`config.mk`:
```
export PLATFORM = sky130hd
export DESIGN_NAME = imem_rom_arbiter
export DESIGN_NICKNAME = d
export VERILOG_FILES = /design/src/rtl/imem_rom_arbiter.sv
export SDC_FILE = /design/constraint.sdc
export NUM_CORES = 1
export LEC_CHECK = 0
export CORE_ASPECT_RATIO = 1.1
export CORE_MARGIN = 2
export CORE_UTILIZATION = 27
export CTS_CLUSTER_DIAMETER = 100
export DETAILED_ROUTE_END_ITERATION = 12
export PLACE_DENSITY = 0.87
export RECOVER_POWER = 50
export SLEW_MARGIN = 10
export SYNTH_ARGS = -nofsm -noshare
export SYNTH_HDL_FRONTEND = slang
export SYNTH_SLANG_ARGS = --single-unit
```
`constraint.sdc`:
```
create_clock -name clk -period 7.2 [get_ports clk]
set_input_delay 1.44 -clock clk [delete_from_list [all_inputs] [get_ports clk]]
set_output_delay 1.44 -clock clk [all_outputs]
set_load 0.005 [all_outputs]
```
`src/rtl/imem_rom_arbiter.sv`:
```
// Two-port arbiter in front of the single-ported instruction ROM.
// F (fetch) and D (data constant loads) compete for one synchronous read
// port. Grants are combinational. Responses come back RD_LAT cycles later,
// tagged with the owning port and an error flag.
module imem_rom_arbiter #(
  parameter int RD_LAT     = 1,
  parameter int STARVE_MAX = 4,
  parameter int ADDR_W     = 9
) (
  input  logic              clk,
  input  logic              rst,
  input  logic              f_req,
  input  logic [31:0]       f_addr,
  output logic              f_gnt,
  output logic              f_rvalid,
  output logic [31:0]       f_rdata,
  output logic              f_err,
  input  logic              d_req,
  input  logic [31:0]       d_addr,
  output logic              d_gnt,
  output logic              d_rvalid,
  output logic [31:0]       d_rdata,
  output logic              d_err,
  output logic              rom_cen,
  output logic [ADDR_W-1:0] rom_addr,
  input  logic [31:0]       rom_q
);

  localparam int CNT_W = $clog2(STARVE_MAX + 1);
  localparam int LAST  = RD_LAT - 1;

  logic [CNT_W-1:0]  starve_cnt_reg;
  logic [ADDR_W-1:0] rom_addr_reg;

  // Response tag pipeline; owner bit is 1 for D, 0 for F.
  logic [RD_LAT-1:0] tag_valid_reg;
  logic [RD_LAT-1:0] tag_owner_reg;
  logic [RD_LAT-1:0] tag_err_reg;

  logic        f_win;
  logic        d_win;
  logic        any_gnt;
  logic [31:0] win_addr;
  logic        win_err;
  logic        rom_hit;
  logic        starved;

  // Arbitration: D has priority unless F has lost STARVE_MAX times in a row.
  // Grants are suppressed while reset is asserted.
  always_comb begin
    starved  = (starve_cnt_reg == CNT_W'(STARVE_MAX));
    f_win    = !rst && f_req && (!d_req || starved);
    d_win    = !rst && d_req && !f_win;
    any_gnt  = f_win || d_win;
    win_addr = f_win ? f_addr : d_addr;
    win_err  = (win_addr[1:0] != 2'b00) || (win_addr[31:ADDR_W+2] != '0);
    rom_hit  = any_gnt && !win_err;
  end

  // ROM drive: enable only for legal grants, otherwise keep the last address.
  always_comb begin
    f_gnt    = f_win;
    d_gnt    = d_win;
    rom_cen  = !rom_hit;
    rom_addr = rom_hit ? win_addr[ADDR_W+1:2] : rom_addr_reg;
  end

  // Remember the last legal ROM address so it stays stable while idle.
  always_ff @(posedge clk or posedge rst) begin
    if (rst) begin
      rom_addr_reg <= '0;
    end else if (rom_hit) begin
      rom_addr_reg <= win_addr[ADDR_W+1:2];
    end
  end

  // Count consecutive cycles F asks but loses; a withdrawn request clears it.
  always_ff @(posedge clk or posedge rst) begin
    if (rst) begin
      starve_cnt_reg <= '0;
    end else if (f_req && !f_win) begin
      if (!starved) begin
        starve_cnt_reg <= starve_cnt_reg + 1'b1;
      end
    end else begin
      starve_cnt_reg <= '0;
    end
  end

  // Shift the grant tag through RD_LAT stages to line up with rom_q.
  always_ff @(posedge clk or posedge rst) begin
    if (rst) begin
      tag_valid_reg <= '0;
      tag_owner_reg <= '0;
      tag_err_reg   <= '0;
    end else begin
      for (int i = LAST; i > 0; i--) begin
        tag_valid_reg[i] <= tag_valid_reg[i-1];
        tag_owner_reg[i] <= tag_owner_reg[i-1];
        tag_err_reg[i]   <= tag_err_reg[i-1];
      end
      tag_valid_reg[0] <= any_gnt;
      tag_owner_reg[0] <= d_win;
      tag_err_reg[0]   <= any_gnt && win_err;
    end
  end

  // Steer the final stage to its owner; data is zero unless a good response.
  always_comb begin
    f_rvalid = tag_valid_reg[LAST] && !tag_owner_reg[LAST];
    d_rvalid = tag_valid_reg[LAST] &&  tag_owner_reg[LAST];
    f_err    = f_rvalid && tag_err_reg[LAST];
    d_err    = d_rvalid && tag_err_reg[LAST];
    f_rdata  = (f_rvalid && !tag_err_reg[LAST]) ? rom_q : 32'h0;
    d_rdata  = (d_rvalid && !tag_err_reg[LAST]) ? rom_q : 32'h0;
  end

endmodule
```
== After elaboration in Yosys (flattened, before gate mapping) ==
Cells that the tools add are included.
Word-level totals
  flip-flop bits (word level): 15
  bits of input ports: 100
  output and inout bits: 80
  word-level logic and storage cells: 39
Cells by class
  add/sub/neg operators: 1
  equality and inequality tests: 2
  mux-type cells: 6
  reduce and logical (&&, ||, !) cells: 25
Operator list (number)
  2-to-1 mux 32 bit: 3
  nonzero test 21 bit: 1
  logical AND 1 bit: 13
  2-to-1 mux 9 bit: 1
  zero test 1 bit: 7
  2-to-1 mux 3 bit: 2
  adder 3 x 1 -> 3 bit, second input constant: 1
  == test 3 bit, second input constant: 1
  logical OR 1 bit: 3
  inequality test 2 bit, second input constant: 1
  nonzero test 2 bit: 1

== Logic depth before layout (Yosys ltp) ==
Gate-level depths: netlist (run 1).
  depth in word-level cells: 9
  mapped depth: 7
  mapped depth without buffers: 7

== Least setup slack after synthesis (run 1) ==
Ideal clock, no wire load.
  path type: in2out
  start point: input port f_addr[15]
  end point: output port rom_addr[0]
  arrival: 2.831 ns
  data required time: 5.760 ns
  setup slack: 2.929 ns
  stages: 5
  buffers on the path: 0
  cells stage by stage: or4_4 -> nor4_4 -> o2bb2ai_2 -> nand2_4 -> mux2_4
On the way
  word-level cells in the longest chain between the ends: 6
RTL lines
  from (decl): line 13  | input logic [31:0] f_addr,
  2-to-1 mux 32 bit: line 55  | win_addr = f_win ? f_addr : d_addr;
  nonzero test 21 bit: line 56  | win_err = (win_addr[1:0] != 2'b00) || (win_addr[31:ADDR_W+2] != '0);
  logical OR 1 bit: line 56
  zero test 1 bit: line 57  | rom_hit = any_gnt && !win_err;
  logical AND 1 bit: line 57
  2-to-1 mux 9 bit
  to (decl): line 25  | output logic [ADDR_W-1:0] rom_addr,
Every way passes these cells.

== Worst setup path in the final report (run 1) ==
  start point: input port rst
  end point: output port rom_addr[0]
On the way
  word-level cells in the longest chain between the ends: 9
  elaborated cells on any way between the ends: 14
  classes of those cells: 2 x mux; 12 x reduce/logical
RTL lines
  from (decl): line 11  | input logic rst,
  zero test 1 bit (no line) (*)
  logical AND 1 bit (2 in series): line 52  | f_win = !rst && f_req && (!d_req || starved);
  2-to-1 mux 32 bit: line 55
  nonzero test 21 bit / nonzero test 2 bit (equally long branches): line 56
  logical OR 1 bit: line 56
  zero test 1 bit: line 57
  logical AND 1 bit: line 57
  2-to-1 mux 9 bit (*)
Every way passes the cells marked *; elsewhere a longest branch is shown, timed or not.

==> Flow_metrics.wiki, run 1 <==
{| class="wikitable"
! Metric !! Value
|-
| Area Growth Syn to Fin || 138.0%
|-
| Per-cell routed wire length || about 14 um
|-
| Register bit total from synthesis || 15
|-
| Number of synthesized flops with an enable pin || 0
|-
| Detailed Route Iter0 Violations || 32
|-
| Detailed-route vias per instance || ~4.6
|-
| Placed instance area || 3203 um2
|-
| Number of buffers created by CTS || 3
|-
| Sw Share || 0.2423
|-
| I/O pin total || 180
|-
| CP cell instances || dlygate4sd3_1, nand2b_1, nor2_1, mux2_2, mux2_1, clkdlybuf4s50_1
|-
| Cell with the largest stage delay on the worst path || sky130_fd_sc_hd__nor2_1
|-
| Worst slew slack as a fraction of its limit || 0.4330
|-
| Total gr overflow || 0
|-
| Reported net switching power || 0.06473 mW
|-
| Shortest clock period the worst path allows after layout || 5.618 ns
|-
| Power Internal || 0.2024 mW
|-
| Setup TNS Final || 0 ns
|-
| Total of cells resized after clock tree synthesis || 0
|-
| Crit path capture type || output pin
|-
| Synth warnings || 0
|-
| Sequential area share after synthesis || 0.2778
|-
| Antenna diode count || 0
|-
| Most used standard cell by instance count after synthesis || sky130_fd_sc_hd__and2_1
|-
| DRC errors left || 0
|-
| Hold-fix buffer count after cts || 0
|-
| Family with the most delay on the worst path || buffers and inverters
|-
| Total count of max-transition violations in the final report || 0
|-
| Overall die width || 71.45 um
|-
| Fmax || 178.0 MHz
|-
| Run status || finished clean
|-
| Number of global-route vias before repair || 1,732
|-
| Required time at the worst-slack endpoint || 5.76 ns
|-
| Design area || 3216 um2
|-
| Final count of hold timing violations || 0
|-
| Peak VDD IR || 0.00009038 V
|-
| Buffers on Ports || 179
|-
| Nature of the critical path startpoint || primary input
|-
| Crit-path max FO || 11
|-
| Ys async rst share || 1.000
|-
| Fraction of power consumed by combinational cells || 0.400
|-
| Clock tree from TritonCTS || done
|-
| Share of power burned in registers || 0.331
|-
| Slew of the pin with the lowest slew margin || 0.8473 ns
|-
| Leak || around 1.4 nW
|-
| Setup fix buffers added after clock tree synthesis || 0
|-
| Core Area || 4898 um2
|-
| Max FFs per register || 9
|-
| Vertical die dimension || 78.20 um
|-
| Antenna violations before repair || 0
|-
| Worst setup path class || in -> out
|-
| Global placement routability congestion || between 0.7 and 0.8
|-
| Tightest hold margin || 0.4918 ns
|-
| Final routed wirelength across all metal layers || between 5 and 6 mm
|-
| Final worst clock skew || ~0.0047 ns
|-
| Library cell with the largest summed area after synthesis || sky130_fd_sc_hd__and2_1
|-
| Count of cell types in the netlist || 29
|-
| Syn_nets || 253
|-
| Total GRT Usage || 0.1828
|-
| Num Clock Sinks || 15
|-
| Estimated wirelength of the detail-placed design || approximately 4.5 mm
|-
| Count of nets after finishing || 432
|-
| Clock edge transition at the registers on the reported setup and hold paths || 0.06 ns
|-
| Skew-Pair Late Insertion Delay || 0.25 ns
|-
| Routed vias || 1,782
|-
| Path category of the worst min-delay check || reg -> reg
|-
| Die footprint || 5587 um2
|-
| Sum of buffers and inverters on the critical path || 2
|-
| Count of nets left with antenna violations after detail routing || 0
|-
| Largest net degree at the start of global routing || 33
|-
| Number of failing setup endpoints in the final timing report || 0
|-
| Fraction of the cycle the final worst path needs || 0.7802
|-
| Setup repair after global routing missed its margin || no
|-
| Post-synthesis instance area || 1351 um2
|-
| Clock network fraction of design power || 0.269
|-
| Power density relative to cell area || 83.08 nW/um2
|-
| Largest cells by area after synthesis || sky130_fd_sc_hd__and2_1 (31%), sky130_fd_sc_hd__dfrtp_1 (28%), sky130_fd_sc_hd__mux2_4 (10%), sky130_fd_sc_hd__mux2_2 (7.5%), sky130_fd_sc_hd__nor4_1 (3.7%)
|-
| Arr. time, crit path || 4.18 ns
|-
| Area fraction of the dominant cell type after synthesis || 0.3056
|-
| Global-route wire length before repair || 8.321 mm
|-
| Std-Cell Rows || 27
|-
| Per-instance average area after synthesis || a little under 9 um2
|-
| Primary flip-flop cell chosen by synthesis mapping || sky130_fd_sc_hd__dfrtp_1
|-
| Max-cap violations || 0
|-
| Fraction of layout cells with a size suffix above 1 || 0.05471
|-
| Clock Tree Root || sky130_fd_sc_hd__clkbuf_8
|-
| Maximum number of buffers from clock root to sink || 2
|-
| Critical Path Max Stage Delay || 0.69 ns
|-
| Cells after synthesis || ~150
|-
| Number of detailed-route iterations in the first pass || 4
|-
| Starting Density || 0.2759
|-
| Number of levels in the clock H-tree || 1
|-
| Commonest cells post-synth || sky130_fd_sc_hd__and2_1 (66), sky130_fd_sc_hd__dfrtp_1 (15), sky130_fd_sc_hd__mux2_2 (9), sky130_fd_sc_hd__mux2_4 (9), sky130_fd_sc_hd__nor4_1 (8)
|}
==> per-layer routing <==
| metal | up-vias | routed length [um] | global-route usage |
|---|---|---|---|
| li1 | 863 | - | - |
| met3 | 5 | 608 | 0.05392 |
| met5 | - | 0 | 0 |
| met2 | 117 | 2718 | 0.3352 |
| met1 | 797 | 1899 | 0.2047 |
| met4 | 0 | 44 | 0.04340 |
==> cell families after synthesis <==
kind of cell,count (synthesis),share of synthesized area
and+or+nand+nor,100,0.4639
muxes,18,0.1750
DFF,15,0.2778
buffers and inverters,10,0.02870
AOI/OAI and AO/OA,5,0.02962
adders and majority gates,2,0.01852
xor gates and xnor gates,1,0.006483
==> per-stage QoR <==
step           power, mW  std cells    util  setup WS, ns
2_1_floorplan     0.1167        151       -         2.929
4_1_cts           0.2726        387  0.6639         1.707
5_1_grt           0.2823        387  0.6565         1.454
3_3_place_gp      0.1978        383  0.6539         1.770
6_report          0.2671        387  0.6565         1.582
3_5_place_dp      0.2006        383  0.6539         1.724
==> layout make-up <==
class	instances	area (um2)
fillers	410	1683
repair buffers	181	1807
well taps	58	72.57
inverters	3	11.26
multi-input cells	126	900.9
flip-flops and latches	15	375.4
clock inverters	1	7.507
clock buffers	3	41.29
==> power by group through the flow <==
stage | logic (mW) | clock network, mW | registers (mW)
2_1_floorplan | 0.0273 | 0 | 0.0894
3_3_place_gp | 0.108 | 0 | 0.0901
3_5_place_dp | 0.110 | 0 | 0.0902
4_1_cts | 0.111 | 0.0731 | 0.0886
5_1_grt | 0.116 | 0.0776 | 0.0888
6_report | 0.107 | 0.0718 | 0.0885
==> path summary, 6_finish.rpt <==
check	slack, ns	cells after the start	end	start
worst max-delay path	1.58	6	rom_addr[0]	rst
worst min-delay path	0.49	1	rom_addr_reg[3]	rom_addr_reg[3]
worst max register to register	4.70	6	rom_addr_reg[2]	starve_cnt_reg[0]
worst min register to register	0.49	1	rom_addr_reg[3]	rom_addr_reg[3]
max in group asynchronous	5.02	2	rom_addr_reg[0]	rst
min in group asynchronous	1.79	2	rom_addr_reg[8]	rst
==> placed cells by master (no fill, tap or decap), drive strengths merged, types with 2 or more instances in the layout <==
| cell type | Yosys | routed |
|---|---|---|
| and2 | 66 | 66 |
| buf | 1 | 2 |
| mux2 | 18 | 18 |
| nor2b | 3 | 3 |
| or4 | 2 | 2 |
| dfrtp | 15 | 15 |
| nor4 | 9 | 9 |
| nand2 | 4 | 4 |
| inv | 3 | 3 |
| dlygate4sd3 | 0 | 28 |
| nor3 | 4 | 4 |
| nor2 | 6 | 6 |
| clkdlybuf4s50 | 0 | 151 |
| ha | 2 | 2 |
| clkbuf | 6 | 3 |
Note: power is estimated with default switching activity, not from simulation.
==> run 2, diff against run 1 <==
Settings changed: CORE_UTILIZATION 27 to 25, PLACE_DENSITY 0.87 to 0.81.
Clock period 7.2 ns to 5.25 ns, I/O delays scaled along.
==> Flow_metrics.wiki, run 2 (synthesis gave the netlist of run 1 again) <==
{| class="wikitable"
! Metric !! Value
|-
| Number of global-route vias before repair || 1,683 (was 1,732)
|-
| CP cell instances || dlygate4sd3_1, nand2b_1, nor2_1, mux2_2, mux2_1, clkdlybuf4s50_1 (unchanged)
|-
| Die footprint || 6010 um2 (was 5587 um2)
|-
| DRC errors left || 0 (unchanged)
|-
| Arr. time, crit path || 3.82 ns (was 4.18 ns)
|-
| Routed vias || 1,729 (was 1,782)
|-
| Clock Tree Root || sky130_fd_sc_hd__clkbuf_8 (unchanged)
|-
| Post-route total power || 0.3589 mW (was 0.2671 mW)
|-
| Detailed-route vias per instance || 4.280 (was 4.605)
|-
| Clock tree from TritonCTS || done (unchanged)
|-
| Register-to-Register Setup Slack || 2.76 ns (was 4.70 ns)
|-
| Clock edge transition at the registers on the reported setup and hold paths || 0.06 ns (about the same)
|-
| Num Clock Sinks || 15 (unchanged)
|-
| Crit path capture type || output pin (unchanged)
|-
| Most common cell after layout, fill and taps aside || sky130_fd_sc_hd__clkdlybuf4s50_1 (unchanged)
|-
| Antenna diode count || 0 (unchanged)
|-
| Critical Path Max Stage Delay || 0.72 ns (was 0.69 ns)
|-
| Core Area || 5290 um2 (was 4898 um2)
|-
| I/O pin total || 180 (unchanged)
|-
| Vertical die dimension || 81.11 um (was 78.20 um)
|-
| Setup fix buffers added after clock tree synthesis || 0 (unchanged)
|-
| Total gr overflow || 0 (unchanged)
|-
| Number of levels in the clock H-tree || 1 (unchanged)
|-
| Global placement routability congestion || 0.7322 (was 0.7527)
|-
| Fraction of the cycle the final worst path needs || 0.9283
|-
| Grt met3 use || 0.05707 (was 0.05392)
|-
| Leak || 1.387 nW (was 1.366 nW)
|-
| Number of failing setup endpoints in the final timing report || 0 (unchanged)
|-
| Power density relative to cell area || 110.7 nW/um2 (was 83.08 nW/um2)
|-
| Area Growth Syn to Fin || 139.9% (was 138.0%)
|-
| Crit Reg-Reg Endpoint || rom_addr_reg[8] (was rom_addr_reg[2])
|-
| Count of nets after finishing || 432 (unchanged)
|-
| Peak VDD IR || 0.0001655 V (was 0.00009038 V)
|-
| Final count of hold timing violations || 0 (unchanged)
|-
| Setup TNS Final || 0 ns (unchanged)
|-
| Worst slew slack as a fraction of its limit || 0.3948 (was 0.4330)
|-
| Crit-path max FO || 11 (unchanged)
|-
| Met1 usage || 0.1698 (was 0.2047)
|-
| Skew-Pair Late Insertion Delay || 0.24 ns (was 0.25 ns)
|-
| Number of buffers created by CTS || 3 (unchanged)
|-
| Launching point of the worst reg2reg path || starve_cnt_reg[0] (unchanged)
|-
| Global-route wire length before repair || 7.665 mm (was 8.321 mm)
|-
| Maximum number of buffers from clock root to sink || 2 (unchanged)
|-
| Endpoint of the worst hold path || rom_addr_reg[3] (unchanged)
|-
| Antenna violations before repair || 0 (unchanged)
|-
| Hold path startpoint || rom_addr_reg[3] (unchanged)
|-
| Fill cells || 482 (was 410)
|-
| Met2 Resource Use GR || 0.3071 (was 0.3352)
|-
| Shortest clock period the worst path allows after layout || between 4 and 5 ns
|-
| Max-cap violations || 0 (unchanged)
|-
| Setup repair after global routing missed its margin || no (unchanged)
|-
| Max FFs per register || 9 (unchanged)
|-
| Run status || finished clean (unchanged)
|-
| Per-cell routed wire length || 12.70 um (was 13.62 um)
|-
| Fmax || 205.2 MHz
|-
| Number of detailed-route iterations in the first pass || 4 (unchanged)
|-
| Commonest non-fill, non-tap cells in the layout || sky130_fd_sc_hd__clkdlybuf4s50_1 (148), sky130_fd_sc_hd__and2_1 (66), sky130_fd_sc_hd__dlygate4sd3_1 (31) (was sky130_fd_sc_hd__clkdlybuf4s50_1 (151), sky130_fd_sc_hd__and2_1 (66), sky130_fd_sc_hd__dlygate4sd3_1 (28))
|-
| Buffers on Ports || 179 (unchanged)
|-
| Overall die width || 74.10 um (was 71.45 um)
|-
| Count of nets left with antenna violations after detail routing || 0 (unchanged)
|-
| Sum of buffers and inverters on the critical path || 2 (unchanged)
|-
| Total GRT Usage || 0.1601 (was 0.1828)
|-
| Number of cells on the worst reg-to-reg path || 6 (unchanged)
|-
| Most Used Layer, Global Route || met2 (unchanged)
|-
| Path category of the worst min-delay check || reg -> reg (unchanged)
|-
| Starting Density || 0.2554 (was 0.2759)
|-
| Std-Cell Rows || 28 (was 27)
|-
| Worst setup path class || in -> out (unchanged)
|-
| Final worst clock skew || 0.0005873 ns (was 0.004652 ns)
|-
| Cell with the largest stage delay on the worst path || sky130_fd_sc_hd__nor2_1 (unchanged)
|-
| Hold-fix buffer count after cts || 0 (unchanged)
|-
| Family with the most delay on the worst path || buffers and inverters (unchanged)
|-
| Hold path depth || 1 (unchanged)
|-
| Estimated wirelength of the detail-placed design || 4.538 mm (was 4.475 mm)
|-
| Final routed wirelength across all metal layers || 5.129 mm (was 5.270 mm)
|-
| Detailed Route Iter0 Violations || 13 (was 32)
|-
| Total count of max-transition violations in the final report || 0 (unchanged)
|-
| Total of cells resized after clock tree synthesis || 0 (unchanged)
|-
| Nature of the critical path startpoint || primary input (unchanged)
|-
| Slew of the pin with the lowest slew margin || 0.9045 ns (was 0.8473 ns)
|-
| Required time at the worst-slack endpoint || 4.20 ns (was 5.76 ns)
|-
| Largest net degree at the start of global routing || 33 (unchanged)
|-
| Fraction of layout cells with a size suffix above 1 || 0.06383 (was 0.05471)
|}
-- run 2: area by class of cell --
type | count | area [um2] | area share
repair buffers | 181 | 1807 | 0.5573
flip-flops and latches | 15 | 375.4 | 0.1158
clock buffers | 3 | 41.29 | 0.01274
well taps | 75 | 93.84 | 0.02895
clock inverters | 1 | 5.005 | 0.001544
multi-input cells | 126 | 908.4 | 0.2802
inverters | 3 | 11.26 | 0.003474
-- run 2: metrics by stage --
step	setup slack (ns)	instances	utilization	instance area (um2)	hold slack [ns]
2_1_floorplan	1.759	151	-	1351	0.4765
3_3_place_gp	0.5612	400	0.6095	3224	0.4866
3_5_place_dp	0.4835	400	0.6095	3224	0.4777
4_1_cts	0.4749	404	0.6183	3271	0.4975
5_1_grt	0.2541	404	0.6128	3242	0.5105
6_report	0.3764	404	0.6128	3242	0.4927
-- run 2: how the worst max path moves through the flow --
stage	to	cells after the start	start
floorplan	rom_addr[0]	5	f_addr[15]
CTS	rom_addr[4]	6	rst
global route	rom_addr[5]	6	rst
global placement	rom_addr[4]	6	rst
detailed placement	rom_addr[4]	6	rst
finish	rom_addr[5]	6	rst
-- run 2: layer usage --
metal  vias to the layer above  wire (um)
met3                         2        664
met5                         -          0
met1                       751       1769
li1                        861          -
met2                       115       2682
met4                         0         13
-- run 2: report_power, final --
group | internal, mW | total (mW) | switching, mW | leakage, nW
logic | 0.106 | 0.146 | 0.0403 | 1.16
clock network | 0.0524 | 0.0914 | 0.0390 | 0.0255
registers | 0.119 | 0.121 | 0.00272 | 0.204
